===== config.mk =====
export PLATFORM = sky130hd
export DESIGN_NAME = rotator_ctrl
export DESIGN_NICKNAME = d
export VERILOG_FILES = /design/src/rtl/rotator_ctrl.sv
export SDC_FILE = /design/constraint.sdc
export NUM_CORES = 1
export LEC_CHECK = 0
export BUFFER_PORTS_ARGS = -buffer_cell sky130_fd_sc_hd__buf_2
export CAP_MARGIN = 30
export CELL_PAD_IN_SITES_DETAIL_PLACEMENT = 1
export CELL_PAD_IN_SITES_GLOBAL_PLACEMENT = 1
export CORE_MARGIN = 2
export CORE_UTILIZATION = 34
export DETAILED_ROUTE_END_ITERATION = 8
export PLACE_DENSITY = 0.85
export SYNTH_ARGS = -nofsm -noshare
export SYNTH_HDL_FRONTEND = slang
export SYNTH_SLANG_ARGS = --single-unit

===== constraint.sdc =====
create_clock -name clk -period 2.25 [get_ports clk]
set_input_delay 0.225 -clock clk [delete_from_list [all_inputs] [get_ports clk]]
set_output_delay 0.225 -clock clk [all_outputs]
set_load 0.01 [all_outputs]

===== src/rtl/rotator_ctrl.sv =====
// rotator_ctrl: sequencer for an external WIDTH-bit single-step rotator.
// A command {data, dir, amount} is taken over a valid/ready handshake. The controller loads
// the rotator, pulses ena once per single-bit step, captures the rotated word and offers it
// on a valid/ready result port.
//
// Ports:
//   clk, rst_n              clock, asynchronous active-low reset
//   cmd_valid / cmd_ready   command handshake; cmd_ready is high only when idle
//   cmd_data, cmd_dir,      word to rotate; direction (0 right, 1 left); distance in bits
//   cmd_amt
//   rot_load, rot_ena,      rotator controls (ena 01 right, 10 left, 00 hold) and load data
//   rot_data
//   rot_q                   rotator output
//   res_valid / res_ready   result handshake
//   res_data                rotated word, held until the next capture
//   busy                    high whenever a command is in flight
module rotator_ctrl #(
  parameter int unsigned WIDTH    = 100,
  parameter int unsigned AW       = 7,
  parameter int unsigned SHORTEST = 1
) (
  input  logic             clk,
  input  logic             rst_n,
  input  logic             cmd_valid,
  output logic             cmd_ready,
  input  logic [WIDTH-1:0] cmd_data,
  input  logic             cmd_dir,
  input  logic [AW-1:0]    cmd_amt,
  output logic             rot_load,
  output logic [1:0]       rot_ena,
  output logic [WIDTH-1:0] rot_data,
  input  logic [WIDTH-1:0] rot_q,
  output logic             res_valid,
  input  logic             res_ready,
  output logic [WIDTH-1:0] res_data,
  output logic             busy
);

  // One extra bit so WIDTH itself is representable next to the amount.
  localparam int unsigned CW = AW + 1;
  localparam logic [CW-1:0] WidthC = CW'(WIDTH);
  localparam logic [CW-1:0] HalfC  = CW'(WIDTH / 2);

  typedef enum logic [2:0] {StIdle, StLoad, StRot, StCapt, StDone} state_e;

  state_e           state_q, state_d;
  logic [CW-1:0]    count_q, count_d;
  logic             dir_q, dir_d;
  logic [WIDTH-1:0] rot_data_q, rot_data_d;
  logic [WIDTH-1:0] res_data_q, res_data_d;

  logic [CW-1:0]    amt_ext;
  logic [CW-1:0]    amt_eff;
  logic [CW-1:0]    steps_new;
  logic             dir_new;

  // Amounts below 2*WIDTH wrap with a single subtract.
  assign amt_ext = {1'b0, cmd_amt};
  assign amt_eff = (amt_ext >= WidthC) ? (amt_ext - WidthC) : amt_ext;

  // Past the half-way point the opposite direction is shorter; a tie keeps cmd_dir.
  always_comb begin
    steps_new = amt_eff;
    dir_new   = cmd_dir;
    if ((SHORTEST != 0) && (amt_eff > HalfC)) begin
      steps_new = WidthC - amt_eff;
      dir_new   = ~cmd_dir;
    end
  end

  always_comb begin
    state_d    = state_q;
    count_d    = count_q;
    dir_d      = dir_q;
    rot_data_d = rot_data_q;
    res_data_d = res_data_q;
    unique case (state_q)
      StIdle: begin
        if (cmd_valid) begin
          rot_data_d = cmd_data;
          count_d    = steps_new;
          dir_d      = dir_new;
          state_d    = StLoad;
        end
      end
      StLoad: state_d = (count_q != '0) ? StRot : StCapt;
      StRot: begin
        if (count_q == CW'(1)) begin
          state_d = StCapt;
        end else begin
          count_d = count_q - CW'(1);
        end
      end
      StCapt: begin
        res_data_d = rot_q;
        state_d    = StDone;
      end
      StDone: begin
        if (res_ready) begin
          state_d = StIdle;
        end
      end
      default: state_d = StIdle;
    endcase
  end

  always_ff @(posedge clk or negedge rst_n) begin
    if (!rst_n) begin
      state_q    <= StIdle;
      count_q    <= '0;
      dir_q      <= 1'b0;
      rot_data_q <= '0;
      res_data_q <= '0;
    end else begin
      state_q    <= state_d;
      count_q    <= count_d;
      dir_q      <= dir_d;
      rot_data_q <= rot_data_d;
      res_data_q <= res_data_d;
    end
  end

  assign cmd_ready = (state_q == StIdle);
  assign busy      = (state_q != StIdle);
  assign rot_load  = (state_q == StLoad);
  assign rot_ena   = (state_q == StRot) ? (dir_q ? 2'b10 : 2'b01) : 2'b00;
  assign res_valid = (state_q == StDone);
  assign rot_data  = rot_data_q;
  assign res_data  = res_data_q;

endmodule


==> run metrics <==
status=completed; Starting Density=0.343; Worst-Margin Slew=0.804 ns; Mapped Cells=790; sequential-to-total area share from yosys stat=0.620; Tcrit/Tclk final=0.897; CP max stage delay=0.43 ns; endpoint class of the critical path=primary output; Setup violations, final=0; CP top delay family=simple AND/OR/NAND/NOR gates; Cell Area, Synth=8550 um^2; Worst Slack Setup Final=0.231 ns; Routed Antenna Nets=0; CTS tree=built; FF-to-FF setup slack=0.28 ns; Rel. slew slack=0.464; Hold EP=dir_q$_DFFE_PN0P_; drt via density=4.96; Gate power share=0.411; fmax=around 0.50 GHz; drt drc=0; Total GRT Usage=0.290; final net count=1627; Cell Pwr Density=roughly 1400 nW/um^2; VDD IR max=0.678 mV; RSZ-0062 raised after global routing=no; Clk Latency, worst-skew pair=between 0.5 and 0.6 ns; Mapped Avg Cell Area=about 11 um^2; FF-to-FF Start=count_q[4]$_DFFE_PN0P_; largest net degree at the start of global routing=102; share of cells above drive strength 1=0.405; Max Slew Vio Count=0; Via Count=roughly 8800; CP Class=flip-flop to primary output; CTS H-tree lvls=1; register area=5310 um^2; EDFF count, synth=0; total global routing overflow=0; clock share of power=0.219; crit-path max FO=9; Post-Syn Nets=between 1000 and 1500; Pleak=around 0.007 uW; RePlAce Congestion=between 0.8 and 0.9; commonest cells after routing, fill and taps aside=416 x buf_2, 316 x nand2_1, 212 x dfrtp_1, 201 x dlygate4sd3_1, 100 x mux2_2; critical path launch point type=flip-flop; placed cells=about 1500; vias in the first global route=10100; commonest non-fill, non-tap cell in the layout=buf_2; first-pass GRT wire length=roughly 59 mm; Buf/Inv on CP=2; ys async rst share=1.00; Routed WL=39.4 mm; min-delay src=cmd_dir; fill count=between 2000 and 3000; Placeable Area=25000 um^2; count of input and output buffers=417; Placement Setup Slack=0.0540 ns; DRT Pass-1 Iters=4; IO Pins=418; reg2reg end=count_q[3]$_DFFE_PN0P_; wire per inst=22.3 um; Setup TNS Final=0 ns; buffer depth of the longest clock path=3; multi-input logic area=3070 um^2; sequential power share=0.370; Area growth, synth to finish=63.2%; CTS root buffer=clkbuf_16; crit-path cells=nand2b_1 > nor2_1 > buf_4 > and2_1 > buf_2; Hold Vio Cnt, Final=0; clk slew on worst S/H paths=0.06 ns; Pint=11500 uW; Net Sw Frac=0.398; total CTS buffers=24; cts repair resizes=0; First DRT Iteration DRCs=426; max-cap viol count=0; Ys Warns=0; die area=~26000 um^2; min cycle time layout=2.02 ns; Net Switching=roughly 7600 uW; Hold Path Depth=3; #FFs+latches synth=between 200 and 250; Worst EP arrival=1.79 ns; Die Width=about 160 um; CTS Hold Bufs=201; worst hold-check path type=input port to flip-flop; worst r2r path cells=7; ys flop type=dfrtp_1; # Post-CTS Setup Buffers=0; antenna violations before repair=7; CTS Sinks=approximately 210; overall power=19100 uW; Worst Skew=0.00899 ns; HPWL after detailed placement=21.2 mm; Die H=163 um; # rows=58; Yosys cell types=47; Critical Path RT=2.03 ns; non-filler cells, final=between 1500 and 2000; slowest CP cell=dfrtp_1
==> cells in the mapped netlist (all sizes together), types with 2 or more instances <==
master / n / area, um^2
nand2: 318 / 1200
a22oi: 3 / 22.5
nor2b: 2 / 12.5
and2: 5 / 31.3
nor3b: 2 / 15.0
mux2: 100 / 1130
buf: 9 / 45.0
xnor2: 2 / 17.5
or2: 2 / 12.5
nand3: 7 / 35.0
nand4: 2 / 12.5
inv: 11 / 41.3
xor2: 2 / 17.5
nand2b: 5 / 31.3
a221oi: 2 / 23.8
a21oi: 11 / 58.8
nor3: 5 / 25.0
a31oi: 4 / 25.0
o21ai: 12 / 63.8
nor2: 19 / 71.3
ha: 5 / 62.6
nor4: 2 / 12.5
dfrtp: 212 / 5310
clkbuf: 28 / 105
mux2i: 2 / 20.0
o21a: 3 / 22.5
o22ai: 2 / 12.5
==> cell families (layout without fill, tap and decap cells) <==
family          after synthesis  count (layout)  share of synthesized area
flops                       212             212                      0.620
fa+ha+maj                     5               5                    0.00732
mux                         102             102                      0.134
simple gates                372             372                      0.173
other cells                   0               7                          0
xor+xnor                      4               4                    0.00410
compound gates               47              47                     0.0385
buf+inv                      48             686                     0.0224
==> worst max path at each step <==
stage	startpoint	end	slack (ns)	cells after the start
final	state_q[0]$_DFFE_PN0P_	rot_ena[1]	0.23	5
after global placement	cmd_amt[2]	count_q[3]$_DFFE_PN0P_	0.23	10
after CTS	state_q[0]$_DFFE_PN0P_	rot_ena[0]	0.20	4
after global routing	count_q[4]$_DFFE_PN0P_	count_q[2]$_DFFE_PN0P_	0.09	7
after floorplan	state_q[1]$_DFFE_PN0P_	rot_data[0]$_DFFE_PN0P_	0.43	7
after detailed placement	cmd_amt[2]	count_q[3]$_DFFE_PN0P_	0.05	10
==> power groups by stage <==
| stage | registers, uW | logic (uW) | clock network, uW |
|---|---|---|---|
| after global routing | 7250 | 8430 | 4410 |
| after detailed placement | 6810 | 7090 | 0 |
| after floorplan | 7560 | 2880 | 0 |
| after global placement | 6650 | 6770 | 0 |
| final | 7080 | 7860 | 4180 |
| after CTS | 6790 | 7400 | 4180 |
==> metal layers <==
| metal | GRT usage | share of wire |
|---|---|---|
| met5 | 0 | 0 |
| met2 | 0.533 | 0.52 |
| met4 | 0.144 | 0.051 |
| met3 | 0.0649 | 0.064 |
| met1 | 0.314 | 0.36 |
==> area by class of cell <==
class,count,share of cell area
antenna,7,0.00125
clock buffer,40,0.0538
sequential,212,0.380
clock inverter,4,0.00610
inverter,11,0.00296
multi-input combinational,530,0.220
tap,330,0.0296
timing repair buffer,631,0.307
==> state kept, by name, indices dropped and copies added (netlist names) <==
name	count
count_q	8
dir_q	1
res_data	100
rot_data	100
state_q	3
==> stage by stage <==
| stage | util | area (um^2) | hold WS, ns |
|---|---|---|---|
| after global routing | 0.559 | 14000 | 0.0206 |
| final | 0.559 | 14000 | 0.0441 |
| after CTS | 0.558 | 13900 | 0.00241 |
| after detailed placement | 0.444 | 11100 | 0.214 |
| after floorplan | - | 8550 | -0.0706 |
| after global placement | 0.444 | 11100 | 0.219 |
==> worst reg2reg max path: cells and delay by family (launching register included) <==
family	cells	cell delay (ns)
AOI/OAI and AO/OA	3	0.38
DFF	1	0.45
and+or+nand+nor	4	1.01
No activity file was read; power rests on OpenSTA's default activity.
